[config.mk]
export PLATFORM = sky130hd
export DESIGN_NAME = uart_frame_scheduler
export DESIGN_NICKNAME = d
export VERILOG_FILES = /design/src/rtl/uart_frame_scheduler.sv
export SDC_FILE = /design/constraint.sdc
export NUM_CORES = 1
export LEC_CHECK = 0
export CAP_MARGIN = 40
export CORE_MARGIN = 2
export CORE_UTILIZATION = 29
export DETAILED_ROUTE_END_ITERATION = 8
export GPL_ROUTABILITY_DRIVEN = 0
export HOLD_SLACK_MARGIN = 0.02
export PLACE_DENSITY_LB_ADDON = 0.1
export SLEW_MARGIN = 10
export SYNTH_ARGS = -nofsm -noshare
export SYNTH_HDL_FRONTEND = slang
export SYNTH_SLANG_ARGS = --single-unit
[constraint.sdc]
create_clock -name clk -period 8.2 [get_ports clk]
set_input_delay 0.82 -clock clk [delete_from_list [all_inputs] [get_ports clk]]
set_output_delay 0.82 -clock clk [all_outputs]
set_load 0.01 [all_outputs]
[src/rtl/uart_frame_scheduler.sv]
// Purpose: decides when the telemetry UART sender launches a status frame and holds its field snapshot.
// Latency: a pending trigger seen in IDLE at edge N captures the snapshot at N and raises start for the cycle after N.
// Backpressure: frames are paced by tx_byte_done pulses from the sender; a watchdog abandons a stalled frame.
//
// Ports:
//   clk, reset             system clock, asynchronous active-high reset
//   enable                 scheduler enable (clears pending triggers when low)
//   *_in                   live bounding box, light countdowns and status levels
//   tx_byte_done           one-cycle pulse per byte sent by the sender
//   start                  one-cycle frame launch pulse
//   x_min..amount          snapshot fields, stable while busy
//   busy                   high from LAUNCH through the end of GAP
//   frame_count            completed frames (wrapping)
//   timeout_err / err_clr  sticky watchdog flag and its clear
module uart_frame_scheduler #(
    parameter int PERIOD_CYCLES  = 10_000_000,
    parameter int GAP_CYCLES     = 1000,
    parameter int FRAME_BYTES    = 12,
    parameter int TIMEOUT_CYCLES = 2_000_000
) (
    input  logic       clk,
    input  logic       reset,
    input  logic       enable,
    input  logic [9:0] x_min_in,
    input  logic [9:0] x_max_in,
    input  logic [9:0] y_min_in,
    input  logic [9:0] y_max_in,
    input  logic [4:0] red_left_in,
    input  logic [4:0] green_left_in,
    input  logic       light_in,
    input  logic       human_vio_in,
    input  logic       car_vio_in,
    input  logic       amount_in,
    input  logic       tx_byte_done,
    input  logic       err_clr,
    output logic       start,
    output logic [9:0] x_min,
    output logic [9:0] x_max,
    output logic [9:0] y_min,
    output logic [9:0] y_max,
    output logic [4:0] red_left,
    output logic [4:0] green_left,
    output logic       light,
    output logic       human_vio,
    output logic       car_vio,
    output logic       amount,
    output logic       busy,
    output logic [15:0] frame_count,
    output logic       timeout_err
);

    localparam int TMR_W  = (PERIOD_CYCLES > 1) ? $clog2(PERIOD_CYCLES) : 1;
    localparam int WD_W   = $clog2(TIMEOUT_CYCLES);
    localparam int BYTE_W = $clog2(FRAME_BYTES + 1);
    localparam int GAP_W  = $clog2(GAP_CYCLES + 1);

    typedef enum logic [1:0] {
        S_IDLE,
        S_LAUNCH,
        S_WAIT_DONE,
        S_GAP
    } state_t;

    state_t            state_q;
    logic [TMR_W-1:0]  timer_q;
    logic [WD_W-1:0]   wd_q;
    logic [BYTE_W-1:0] byte_cnt_q;
    logic [GAP_W-1:0]  gap_cnt_q;
    logic              pend_per_q;
    logic              pend_evt_q;
    logic              human_prev_q;
    logic              car_prev_q;
    logic              start_q;
    logic              busy_q;
    logic [15:0]       frame_count_q;
    logic              timeout_err_q;
    logic [9:0]        x_min_q, x_max_q, y_min_q, y_max_q;
    logic [4:0]        red_left_q, green_left_q;
    logic              light_q, human_vio_q, car_vio_q, amount_q;

    logic per_set;
    logic evt_set;
    logic capture;
    logic frame_done;
    logic wd_expire;

    assign per_set    = enable && (timer_q == TMR_W'(PERIOD_CYCLES - 1));
    // Simultaneous edges on both violation lines collapse into one pending frame.
    assign evt_set    = enable && ((human_vio_in && !human_prev_q) || (car_vio_in && !car_prev_q));
    assign capture    = (state_q == S_IDLE) && enable && (pend_per_q || pend_evt_q);
    assign frame_done = (state_q == S_WAIT_DONE) && tx_byte_done &&
                        (byte_cnt_q == BYTE_W'(FRAME_BYTES - 1));
    // A frame completing on the watchdog's last cycle counts as completed, not timed out.
    assign wd_expire  = (state_q == S_WAIT_DONE) && !frame_done &&
                        (wd_q == WD_W'(TIMEOUT_CYCLES - 1));

    always_ff @(posedge clk or posedge reset) begin
        if (reset) begin
            state_q       <= S_IDLE;
            timer_q       <= '0;
            wd_q          <= '0;
            byte_cnt_q    <= '0;
            gap_cnt_q     <= '0;
            pend_per_q    <= 1'b0;
            pend_evt_q    <= 1'b0;
            human_prev_q  <= 1'b0;
            car_prev_q    <= 1'b0;
            start_q       <= 1'b0;
            busy_q        <= 1'b0;
            frame_count_q <= '0;
            timeout_err_q <= 1'b0;
            x_min_q       <= '0;
            x_max_q       <= '0;
            y_min_q       <= '0;
            y_max_q       <= '0;
            red_left_q    <= '0;
            green_left_q  <= '0;
            light_q       <= 1'b0;
            human_vio_q   <= 1'b0;
            car_vio_q     <= 1'b0;
            amount_q      <= 1'b0;
        end else begin
            // Period timer free-runs regardless of frame activity so the cadence stays fixed.
            if (!enable || per_set) begin
                timer_q <= '0;
            end else begin
                timer_q <= timer_q + 1'b1;
            end

            human_prev_q <= human_vio_in;
            car_prev_q   <= car_vio_in;

            // Set-dominant: a trigger coinciding with capture is kept for the following frame.
            if (!enable) begin
                pend_per_q <= 1'b0;
                pend_evt_q <= 1'b0;
            end else begin
                pend_per_q <= per_set || (pend_per_q && !capture);
                pend_evt_q <= evt_set || (pend_evt_q && !capture);
            end

            if (wd_expire) begin
                timeout_err_q <= 1'b1;
            end else if (err_clr) begin
                timeout_err_q <= 1'b0;
            end

            case (state_q)
                S_IDLE: begin
                    start_q <= 1'b0;
                    if (capture) begin
                        x_min_q      <= x_min_in;
                        x_max_q      <= x_max_in;
                        y_min_q      <= y_min_in;
                        y_max_q      <= y_max_in;
                        red_left_q   <= red_left_in;
                        green_left_q <= green_left_in;
                        light_q      <= light_in;
                        human_vio_q  <= human_vio_in;
                        car_vio_q    <= car_vio_in;
                        amount_q     <= amount_in;
                        start_q      <= 1'b1;
                        busy_q       <= 1'b1;
                        state_q      <= S_LAUNCH;
                    end
                end
                S_LAUNCH: begin
                    start_q    <= 1'b0;
                    byte_cnt_q <= '0;
                    wd_q       <= '0;
                    state_q    <= S_WAIT_DONE;
                end
                S_WAIT_DONE: begin
                    wd_q <= wd_q + 1'b1;
                    if (tx_byte_done) begin
                        byte_cnt_q <= byte_cnt_q + 1'b1;
                    end
                    if (frame_done) begin
                        frame_count_q <= frame_count_q + 16'd1;
                        gap_cnt_q     <= '0;
                        state_q       <= S_GAP;
                    end else if (wd_expire) begin
                        gap_cnt_q <= '0;
                        state_q   <= S_GAP;
                    end
                end
                S_GAP: begin
                    if (gap_cnt_q == GAP_W'(GAP_CYCLES - 1)) begin
                        busy_q  <= 1'b0;
                        state_q <= S_IDLE;
                    end else begin
                        gap_cnt_q <= gap_cnt_q + 1'b1;
                    end
                end
                default: begin
                    start_q <= 1'b0;
                    busy_q  <= 1'b0;
                    state_q <= S_IDLE;
                end
            endcase
        end
    end

    assign start       = start_q;
    assign busy        = busy_q;
    assign frame_count = frame_count_q;
    assign timeout_err = timeout_err_q;
    assign x_min       = x_min_q;
    assign x_max       = x_max_q;
    assign y_min       = y_min_q;
    assign y_max       = y_max_q;
    assign red_left    = red_left_q;
    assign green_left  = green_left_q;
    assign light       = light_q;
    assign human_vio   = human_vio_q;
    assign car_vio     = car_vio_q;
    assign amount      = amount_q;

endmodule
# Word level (Yosys, flattened, before mapping)

Index checks and enable logic that the tools add are counted.

Bits in registers: 138
Input port bits: 59
Output and inout bits: 73
Word-level logic and storage cells: 96

Add/sub/neg operators: 5
Equal/unequal tests: 12
Multiplexer cells: 22
Reductions and logical operators: 34

Operator list:

| kind                    | number |
|---|---|
| $pmux W21 S2            | 1 |
| $mux W10                | 3 |
| $add A24 B1 Y24 const B | 1 |
| $eq A24 B24 Y1 const B  | 1 |
| $mux W24                | 1 |
| $add A21 B1 Y21 const B | 1 |
| $eq A21 B21 Y1 const B  | 1 |
| $pmux W10 S2            | 1 |
| $add A16 B1 Y16 const B | 1 |
| $logic_and A1 B1 Y1     | 12 |
| $add A10 B1 Y10 const B | 1 |
| $eq A10 B10 Y1 const B  | 1 |
| $reduce_bool A2 Y1      | 5 |
| $reduce_and A3 Y1       | 3 |
| $mux W2                 | 4 |
| $ne A2 B2 Y1 const B    | 4 |
| $pmux W2 S4             | 1 |
| $pmux W4 S2             | 1 |
| $mux W1                 | 7 |
| $reduce_and A2 Y1       | 3 |
| $logic_not A1 Y1        | 5 |
| $logic_or A1 B1 Y1      | 5 |
| $add A4 B1 Y4 const B   | 1 |
| $eq A2 B2 Y1 const B    | 2 |
| 6 further kinds         | 7 |

# Logic depth before layout (Yosys ltp)

Word-level depth: 9
Mapped depth: 8
Gate-level depth less buffers: 7

# Least setup slack after synthesis

No wires, ideal clock.

Path type: input-to-reg
Start: in enable
End: reg red_left_q[3] (netlist: red_left[3])
Setup time: 0.125 ns
Arrival time: 1.746 ns
Required time: 8.075 ns
Setup slack: 6.330 ns
Stages: 4
Buffers on the path: 2
Path through: o211ai_1 buf_2 buf_2 mux2_2

Word-level cells in the longest chain between the ends: 3

RTL lines:

| element                           | line | RTL |
|---|---|---|
| from (decl)                       | 23   | `input logic enable,` |
| $logic_and A1 B1 Y1 (2 in series) | 90   | `assign capture = (state_q == S_IDLE) && enable && (pend_per_q \|\| pend_evt_q);` |
| $reduce_and A2 Y1 (no line)       | n/a  |  |
| to (signal assigned)              | 156  | `red_left_q <= red_left_in;` |
| to (decl)                         | 78   | `logic [4:0] red_left_q, green_left_q;` |

Every way passes these cells.
A chain may end at the register's enable or synchronous reset.

# Final worst setup path

Start: in enable
End: reg state_q[1]

Word-level cells in the longest chain between the ends: 4

RTL lines:

| element                           | line | RTL |
|---|---|---|
| $logic_and A1 B1 Y1 (2 in series) | 90   |  |
| $ne A2 B2 Y1 (no line)            | n/a  |  |
| $reduce_and A3 Y1 (no line)       | n/a  |  |
| to (signal assigned)              | 99   | `state_q <= S_IDLE;` |
| to (signal assigned)              | 164  | `state_q <= S_LAUNCH;` |
| to (signal assigned)              | 171  | `state_q <= S_WAIT_DONE;` |
| to (decl)                         | 64   | `state_t state_q;` |

Every way passes these cells.

==> results.md <==
- Final min period: 2510 ps
- Skew final: 9.24 ps
- Slew HR: 48.1%
- Placed cell count: 927
- Final net count: 740
- CP arrival: 2800 ps
- Finished Layout Cells: 959
- Worst VDD drop: 0.138 mV
- FF-to-FF setup slack: 5730 ps
- Syn Nets: 603
- FP Rows: 53
- Setup TNS: 0 ps
- P_int: 1.82 mW
- Final period utilization: 30.6%
- FFs w/ async S/R, synth: 100%
- Pwr dens: 299 nW/um^2
- Fmax achieved: 399 MHz
- CTS tree: done
- WL per Instance: 15.0 um
- Crit-path max FO: 58
- Worst EP required: 8490 ps
- Mean Syn Cell Area: 11.7 um^2
- H-tree lvl count: 4
- Sequential share of the synthesized area: 55.1%
- Max-Cap Viols: 0
- Post-CTS Hold Buffers: 0
- Fillers: 2,006
- Cell area after synthesis: 6270 um^2
- Post-synth EDFFs: 0
- Critical path type: primary input to register
- Hold Crit Start: frame_count[15]$_DFFE_PP0P_
- First drt pass iteration count: 4
- Yosys Warn Count: 0
- Setup crit start: enable
- Routed WL: 14,300 um
- Clock Path Buffers: 2
- Postcts setup bufs: 0
- Number of synthesized register bits: 138
- Clk pin slew, worst setup/hold paths: 60 ps
- Gr ovfl total: 0
- # IOs: 132
- Dominant cells by area after synthesis: dfrtp_1 (55%), mux2_2 (9.9%), xnor2_1 (4.3%), xor2_1 (3.2%), nand3_1 (2.2%)
- IO buf count: 131
- Detailed Place HPWL: 10,100 um
- Largest net degree at the start of global routing: 81
- Net Sw Frac: 28.6%
- Clk pwr share: 33.4%
- Post-route ant nets: 0
- R2r startpoint: state_q[0]$_DFFE_PP0P_
- Mapped Cells: 534
- Total GRT Usage: 12.9%
- Worst setup SP type: primary input
- Yosys top cell by area: dfrtp_1
- Post-synthesis cell type count: 52
- Seq pwr share: 36.2%
- Number of global-route vias before repair: 4,470
- Clock insertion delay at the later pin of the skew report: 410 ps
- Hold Crit Class: register to register
- CP Capture Type: register
- Leak: 3.60 nW
- Final hold violation count: 0
- WHS: 476 ps
- Clock Tree Root: clkbuf_16
- Core Area: 21,100 um^2
- Die Height: 151 um
- Logic pwr share: 30.5%
- Max-slew violation count: 0
- Count leader, synth: dfrtp_1
- Synth Flop Type: dfrtp_1
- Die Footprint: 22,800 um^2
- Cts repair resizes: 0
- Sinks on Clock Net: 138
- Post-route DRC: 0
- Area grow syn2layout: 36.2%
- Final number of setup-violating endpoints: 0
- Share of the synthesized area in the top cell type: 55.1%
- Net Sw Power: 0.731 mW
- Initial DRC count: 155
- Fraction of layout cells with a size suffix above 1: 18.0%
- Unrepaired setup endpoints after global routing: false
- Status: finished clean
- Die width: 151 um
- DR vias/cell: 4.62
- Antenna cell count: 0
- Starting Density: 29.7%
- Worst slew pin tran: 778 ps
- Most frequent cells after synthesis: dfrtp_1 (138), mux2_2 (55), nand2_1 (32), nor2_1 (32), xnor2_1 (31)
- Global-route wire length before repair: 23,100 um
- Vias: 4,432
- Num CTS Buffers: 17
- Initial antenna violation count: 0
## worst paths after layout
kind	end	cells past startpoint
max	state_q[1]$_DFFE_PP0P_	6
min	frame_count[15]$_DFFE_PP0P_	1
max reg2reg	wd_q[15]$_DFFE_PP0P_	7
min reg2reg	frame_count[15]$_DFFE_PP0P_	1
max in group asynchronous	frame_count[2]$_DFFE_PP0P_	3
min in group asynchronous	y_max[2]$_DFFE_PP0P_	2
## stage by stage
step / worst slack, ps / util [%] / power, mW / area, um^2
after floorplan: 3680 / - / 1.32 / 6270
after global placement: 5270 / 37.3 / 1.70 / 7870
after detailed placement: 5210 / 37.4 / 1.73 / 7880
after CTS: 5650 / 40.5 / 2.59 / 8540
after global routing: 5450 / 40.5 / 2.71 / 8540
final: 5690 / 40.5 / 2.55 / 8540
## registers in the layout (all words and copies together), names as in the netlist, 2 cells and up
| register | cells |
|---|---|
| timer_q | 24 |
| wd_q | 21 |
| frame_count | 16 |
| gap_cnt_q | 10 |
| x_max | 10 |
| x_min | 10 |
| y_max | 10 |
| y_min | 10 |
| green_left | 5 |
| red_left | 5 |
| byte_cnt_q | 4 |
| state_q | 2 |
## critical path: stages
cell	delay, ps
clkdlybuf4s50_1	530
o211ai_1	140
buf_4	620
a22o_1	290
nor2_2	50
mux2_1	330
## logic make-up after synthesis
family | after synthesis | share of synthesized area (%)
flip-flops | 138 | 55.1
AND/OR/NAND/NOR | 188 | 16.8
buffers and inverters | 34 | 2.38
adder cells (fa/ha/maj) | 10 | 2.00
AO/OA/AOI/OAI | 51 | 5.67
multiplexers | 59 | 10.5
XOR/XNOR | 54 | 7.54
## area by class of cell
class	instances	area, um^2	share of cell area (%)
flip-flops and latches	138	3450	40.5
clock inverters	14	220	2.58
repair buffers	135	1350	15.8
well taps	275	344	4.03
multi-input cells	362	2670	31.2
clock buffers	18	439	5.14
inverters	17	68.8	0.806
## per-layer routing
| metal | part of all wire (%) | up-vias | track usage [%] | wire length [um] |
|---|---|---|---|---|
| li1 | - | 2149 | - | - |
| met1 | 45 | 2176 | 16.8 | 6510 |
| met2 | 48 | 91 | 20.6 | 6880 |
| met3 | 4.7 | 16 | 3.49 | 676 |
| met4 | 1.9 | 0 | 4.81 | 279 |
| met5 | 0 | - | 0 | 0 |
## cells in the final DEF (no fill, tap or decap), types with 4 or more instances in the layout
| master | n |
|---|---|
| ha_1 | 10 |
| nand3_1 | 28 |
| xnor2_1 | 31 |
| clkbuf_16 | 17 |
| o21ai_1 | 4 |
| nand4_1 | 10 |
| and2_1 | 4 |
| nor4_1 | 4 |
| or3_1 | 4 |
| xor2_1 | 23 |
| nor2_2 | 22 |
| and3_1 | 9 |
| a21oi_1 | 5 |
| dfrtp_1 | 138 |
| nor3_1 | 9 |
| nand2b_1 | 6 |
| clkdlybuf4s50_1 | 131 |
| mux2_2 | 55 |
| o22ai_1 | 6 |
| clkinv_4 | 5 |
| nor2b_1 | 4 |
| bufinv_16 | 5 |
| o21ai_0 | 13 |
| nor2_1 | 32 |
| nand2_1 | 32 |
| inv_1 | 16 |
| and4_1 | 10 |
## power groups by stage
| stage | combinational, mW | clock [mW] | sequential [mW] |
|---|---|---|---|
| 2_1_floorplan | 0.332 | 0 | 0.990 |
| 3_3_place_gp | 0.769 | 0 | 0.930 |
| 3_5_place_dp | 0.787 | 0 | 0.938 |
| 4_1_cts | 0.790 | 0.877 | 0.925 |
| 5_1_grt | 0.847 | 0.916 | 0.945 |
| 6_report | 0.777 | 0.852 | 0.923 |
No activity file was read; power rests on OpenSTA's default activity.
==> patch 1 (same flow settings) <==
The 4 states of `state_t` get a one-hot encoding in 4 bits.
--- a/src/rtl/uart_frame_scheduler.sv
+++ b/src/rtl/uart_frame_scheduler.sv
@@ -54,11 +54,11 @@
     localparam int BYTE_W = $clog2(FRAME_BYTES + 1);
     localparam int GAP_W  = $clog2(GAP_CYCLES + 1);
 
-    typedef enum logic [1:0] {
-        S_IDLE,
-        S_LAUNCH,
-        S_WAIT_DONE,
-        S_GAP
+    typedef enum logic [3:0] {
+        S_IDLE      = 4'b0001,
+        S_LAUNCH    = 4'b0010,
+        S_WAIT_DONE = 4'b0100,
+        S_GAP       = 4'b1000
     } state_t;
 
     state_t            state_q;
Function: no difference found for any inputs over 10 cycles, from zero or initial values and one cycle with reset high; not proved beyond that.
==> patch 1 against the unedited design <==
Register-to-register slack got worse by 0.03 ns. Design area fell by 1.8%. Synthesized area fell by 1.7%. Worst setup slack improved by 0.0074 ns. Die area fell by 1.6%. Sequential cell count rose by 2. Worst hold slack got worse by 0.0073 ns. Wire length fell by 0.45%. Count of clock-buffer cells in the layout rose by 7. Critical path depth did not move. Non-clock buffer count rose by 2. Sequential share of layout area rose by 1.3 points. Critical endpoint is now gap_cnt_q[5]$_DFFE_PP0P_.
Power is not compared: it rests on default switching activity, and its combinational part moved more than twofold at a synthesized area within 25%.
==> patch 1: results (changes against the unedited design) <==
* Number of distinct standard cells referenced by the synthesized netlist at 54 (+3.8%)
* Number of global-route vias before repair at 4,441 (-0.65%)
* Source of the worst register-to-register timing path: wd_q[8]$_DFFE_PP0P_
* Leading cell types by total area after synthesis: sky130_fd_sc_hd__dfrtp_1 (56%), sky130_fd_sc_hd__mux2_2 (10%), sky130_fd_sc_hd__nor2_1 (2.9%), sky130_fd_sc_hd__xor2_1 (2.8%), sky130_fd_sc_hd__nand2_1 (2.8%)
* Synth cell count leaders: sky130_fd_sc_hd__dfrtp_1 (139), sky130_fd_sc_hd__mux2_2 (56), sky130_fd_sc_hd__nor2_1 (48), sky130_fd_sc_hd__nand2_1 (46), sky130_fd_sc_hd__nand3_1 (32)
* Sequential cell area fraction in the yosys report at 0.5685 (+0.01760)
* Critical path startpoint category: flop
* Standard cell with the maximum stage delay on the critical path: sky130_fd_sc_hd__or4b_1
* GR Util All Layers at 0.1315 (+0.002356)
* Synth top area share at 0.5642 (+0.01334)
* Final-layout fill cell count at 2,038 (+1.6%)
* Layout Cells excl Fill at 953 (-0.63%)
* Final HPWL from detailed placement at 10.20 mm (+0.92%)
* Stage delay of the slowest cell on the critical path at 0.57 ns (-0.05 ns)
* Routed WL per cell at 14.99 µm (+0.18%)
* Number of buffers added for setup after CTS at 0 (unchanged)
* Number of nets in the synthesized netlist at 590 (-2.2%)
* Number of placed instances with taps included at 922 (-0.54%)
* Measured slew at the worst slew-check pin at 0.8423 ns (+0.06421 ns)
* First-iteration detailed-routing DRC count at 222 (+43%)
* Maximum frequency from static timing analysis at 0.3997 GHz (+0.30%)
* Critical Path Sink: gap_cnt_q[5]$_DFFE_PP0P_
* Maximum fanout along the worst path at 8 (-86%)
* Critical path data arrival time at 2.84 ns (+0.04 ns)
* Proportion of layout cells with a drive suffix above 1 at 0.1490 (-0.03086)
* Clock Skew at 0.01231 ns (+0.003068 ns)
* Result of the run: finished, final reports clean
* Maximum number of pins on one net before global-route repair at 63 (-22%)
* FF-to-FF End: gap_cnt_q[5]$_DFFE_PP0P_
* Reg2Reg Setup Slack at 5.70 ns (-0.03 ns)
* Area Growth Syn to Fin at 36.01%
* Number of instances in the synthesized netlist at 526 (-1.5%)
* Pre-CTS setup slack at 5.326 ns (+0.1108 ns)
* Area post-placement at 7812 µm² (-0.83%)
* First-pass GRT wire length at 23.10 mm (about the same)
* Final net count at 730 (-1.4%)
* Length in cells of the worst reg-to-reg path at 6 (-1)
* Cell family contributing the most delay on the critical path: simple AND/OR/NAND/NOR gates
* Via Count at 4,464 (+0.72%)
## patch 1: cell types whose count changed in the layout (fill, tap and decap cells not counted), sizes merged, moves of 5 or more
cell,unedited run,this run
ha,10,5
nand4,11,17
o22ai,6,1
mux2i,3,13
clkbuf,18,25
nor2,54,48
inv,18,11
xnor2,31,19
nand2,32,46
## patch 1: power groups by stage
stage | sequential, mW | combinational (mW) | clock, mW
CTS | 0.830 | 0.389 | 0.774
global placement | 0.839 | 0.381 | 0
detailed placement | 0.841 | 0.388 | 0
finish | 0.828 | 0.379 | 0.751
floorplan | 0.875 | 0.115 | 0
global route | 0.842 | 0.406 | 0.804
## patch 1: layout make-up
type	instances	area share
repair buffers	137	0.1642
well taps	275	0.04104
multi-input cells	359	0.3031
inverters	11	0.005522
clock inverters	6	0.01030
flip-flops and latches	140	0.4180
clock buffers	25	0.05790
## patch 1: how the worst min path moves through the flow
stage	startpoint	cells past startpoint	endpoint	slack (ns)
floorplan	wd_q[20]$_DFFE_PP0P_	1	wd_q[20]$_DFFE_PP0P_	0.44
global placement	wd_q[20]$_DFFE_PP0P_	1	wd_q[20]$_DFFE_PP0P_	0.46
detailed placement	frame_count[15]$_DFFE_PP0P_	1	frame_count[15]$_DFFE_PP0P_	0.46
CTS	frame_count[15]$_DFFE_PP0P_	1	frame_count[15]$_DFFE_PP0P_	0.48
global route	frame_count[15]$_DFFE_PP0P_	1	frame_count[15]$_DFFE_PP0P_	0.49
finish	frame_count[15]$_DFFE_PP0P_	1	frame_count[15]$_DFFE_PP0P_	0.47
## patch 1: cells by family (layout without fill, tap and decap cells)
kind of cell             after synthesis  after routing  synth area share
AO/OA/AOI/OAI                         42             42           0.04587
XOR/XNOR                              39             39           0.05541
adder cells (fa/ha/maj)                5              5           0.01015
buffers and inverters                 27            179           0.02050
flip-flops                           140            140            0.5685
multiplexers                          69             69            0.1234
AND/OR/NAND/NOR                      204            204            0.1762
## patch 1: routing by layer
metal | GRT usage | share of wire | vias up
met5 | 0 | 0 | -
met4 | 0.05236 | 0.017 | 0
met3 | 0.03293 | 0.033 | 18
met2 | 0.2185 | 0.52 | 75
met1 | 0.1641 | 0.43 | 2219
li1 | - | - | 2152
==> patch 2 (same settings) <==
Made on the original files. The parameter `FRAME_BYTES` goes from 12 to 24.
--- a/src/rtl/uart_frame_scheduler.sv
+++ b/src/rtl/uart_frame_scheduler.sv
@@ -15,7 +15,7 @@
 module uart_frame_scheduler #(
     parameter int PERIOD_CYCLES  = 10_000_000,
     parameter int GAP_CYCLES     = 1000,
-    parameter int FRAME_BYTES    = 12,
+    parameter int FRAME_BYTES    = 24,
     parameter int TIMEOUT_CYCLES = 2_000_000
 ) (
     input  logic       clk,
Formal check against the unedited RTL: same outputs for any inputs over 10 cycles, from zero or initial values and one cycle with reset high; that may be too few to reach the edited logic, so the function may still have changed.
==> patch 2 against the unedited design <==
Wire length fell by 1.4%. Design area down 1.3%. Die area down 0.75%. Global-route usage rose by 0.65 points. Synthesized area down 0.78%. Sequential cell count increased by 1. Core utilization is 0.38 points lower. Worst setup slack better by 0.035 ns.
Power is not compared: it rests on default switching activity, and its combinational part moved more than twofold at a synthesized area within 25%.
==> patch 2: results (changes against the unedited design) <==
* Result of the run: finished, final reports clean
* Final net count at 744 (+0.54%)
* Parity-gate share of the synthesized area counting xor and xnor cells at 0.07886 (+0.003408)
* GRT overflow at 0 (unchanged)
* Leading cell types by total area after synthesis: sky130_fd_sc_hd__dfrtp_1 (56%), sky130_fd_sc_hd__mux2_2 (10%), sky130_fd_sc_hd__xnor2_1 (4.1%), sky130_fd_sc_hd__xor2_1 (3.8%), sky130_fd_sc_hd__nor2_1 (3.3%)
* First-pass detailed-route iteration total at 6 (+2)
* Post-cts sizing count at 0 (unchanged)
* Synth cell count leaders: sky130_fd_sc_hd__dfrtp_1 (139), sky130_fd_sc_hd__mux2_2 (55), sky130_fd_sc_hd__nor2_1 (54), sky130_fd_sc_hd__nand2_1 (38), sky130_fd_sc_hd__xnor2_1 (29)
* Critical path data arrival time at 2.77 ns (-0.03 ns)
* Final-layout fill cell count at 1,968 (-1.9%)
* Reg2Reg Setup Slack at 5.73 ns (about the same)
* Clock Skew at 0.008250 ns (-0.0009949 ns)
* Synthesized-area fraction occupied by ao, oa, aoi and oai cells at 0.04446 (-0.01223)
* Area share of fa/ha/maj cells after synthesis at 0.02012 (+0.0001566)
* Maximum fanout along the worst path at 13 (-78%)
* Via Count at 4,470 (+0.86%)
* Number of nets in the synthesized netlist at 605 (+0.33%)
* Length in cells of the worst reg-to-reg path at 6 (-1)
* Worst slew slack as a fraction of its limit at 0.4616 (-0.01969)
* First-pass GRT wire length at 24.05 mm (+4.0%)
* Number of global-route vias before repair at 4,679 (+4.7%)
* FF-to-FF End: gap_cnt_q[5]$_DFFE_PP0P_
* Met2 track utilization from global routing at 0.2200 (+0.01364)
* Number of distinct standard cells referenced by the synthesized netlist at 51 (-1.9%)
* First-iteration detailed-routing DRC count at 154 (-0.65%)
* Grt met1 use at 0.1689 (+0.0008766)
* Met3 GRT Util at 0.05030 (+0.01536)
* Mux cell area share after synthesis at 0.1092 (+0.003844)
* Maximum number of pins on one net before global-route repair at 78 (-3.7%)
* Final HPWL from detailed placement at 9.787 mm (-3.2%)
* Proportion of layout cells with a drive suffix above 1 at 0.1512 (-0.02866)
* Sequential cell area fraction in the yosys report at 0.5592 (+0.008345)
* GR Util All Layers at 0.1357 (+0.006549)
* Number of flip-flops under the largest register name at 24 (unchanged)
* Worst Setup SP: state_q[0]$_DFFE_PP0P_
patch 2: changes by cell type in the layout (fill, tap and decap cells not counted), moves of 5 or more:
cell and change:
sky130_fd_sc_hd__and3_1 +5, sky130_fd_sc_hd__inv_6 +6, sky130_fd_sc_hd__nand2_1 +6, sky130_fd_sc_hd__nand4_1 +6, sky130_fd_sc_hd__nor2_1 +22, sky130_fd_sc_hd__nor2_2 -22
sky130_fd_sc_hd__o21ai_0 -5
patch 2: critical path: stages, from the launching register on:
cell and delay [ns]:
sky130_fd_sc_hd__dfrtp_1 0.40, sky130_fd_sc_hd__inv_1 0.13, sky130_fd_sc_hd__ha_1 0.54, sky130_fd_sc_hd__inv_1 0.35
sky130_fd_sc_hd__a21o_1 0.29, sky130_fd_sc_hd__a21o_2 0.30, sky130_fd_sc_hd__a221o_1 0.34
patch 2: through the flow:
stage	total power, mW	worst slack (ns)	instances	hold slack [ns]	area (µm²)
2_1_floorplan	0.7179	3.655	536	0.4555	6220
3_3_place_gp	0.7516	5.366	928	0.4796	7828
3_5_place_dp	0.7534	5.309	931	0.4731	7855
4_1_cts	1.518	5.709	963	0.4808	8429
5_1_grt	1.558	5.501	963	0.5166	8429
6_report	1.490	5.726	963	0.4829	8429
patch 2: how the worst min path moves through the flow:
stage	from	end
after floorplan	timer_q[0]$_DFF_PP0_	timer_q[0]$_DFF_PP0_
after global placement	timer_q[0]$_DFF_PP0_	timer_q[0]$_DFF_PP0_
after detailed placement	frame_count[15]$_DFFE_PP0P_	frame_count[15]$_DFFE_PP0P_
after CTS	frame_count[15]$_DFFE_PP0P_	frame_count[15]$_DFFE_PP0P_
after global routing	frame_count[15]$_DFFE_PP0P_	frame_count[15]$_DFFE_PP0P_
final	frame_count[15]$_DFFE_PP0P_	frame_count[15]$_DFFE_PP0P_
patch 2: area by class of cell:
type / count / area [µm²] / share of cell area
timing repair buffer: 136 / 1354 / 0.1606
clock buffer: 19 / 442.9 / 0.05255
multi-input combinational: 363 / 2606 / 0.3092
clock inverter: 13 / 131.4 / 0.01559
sequential: 139 / 3478 / 0.4126
tap: 275 / 344.1 / 0.04082
inverter: 18 / 72.57 / 0.008609
patch 2: power groups by stage:
stage | Clock (mW) | Sequential, mW | Combinational, mW
final | 0.751 | 0.690 | 0.0488
after global routing | 0.812 | 0.690 | 0.0556
after detailed placement | 0 | 0.703 | 0.0507
after floorplan | 0 | 0.702 | 0.0155
after global placement | 0 | 0.703 | 0.0491
after CTS | 0.777 | 0.690 | 0.0508
patch 2: metal layers:
metal  part of all wire  wire (µm)  vias to the layer above
li1                   -          -                     2148
met1               0.44       6193                     2210
met2               0.49       6934                      100
met3              0.059        839                       12
met4              0.013        180                        0
met5                  0          0                        -
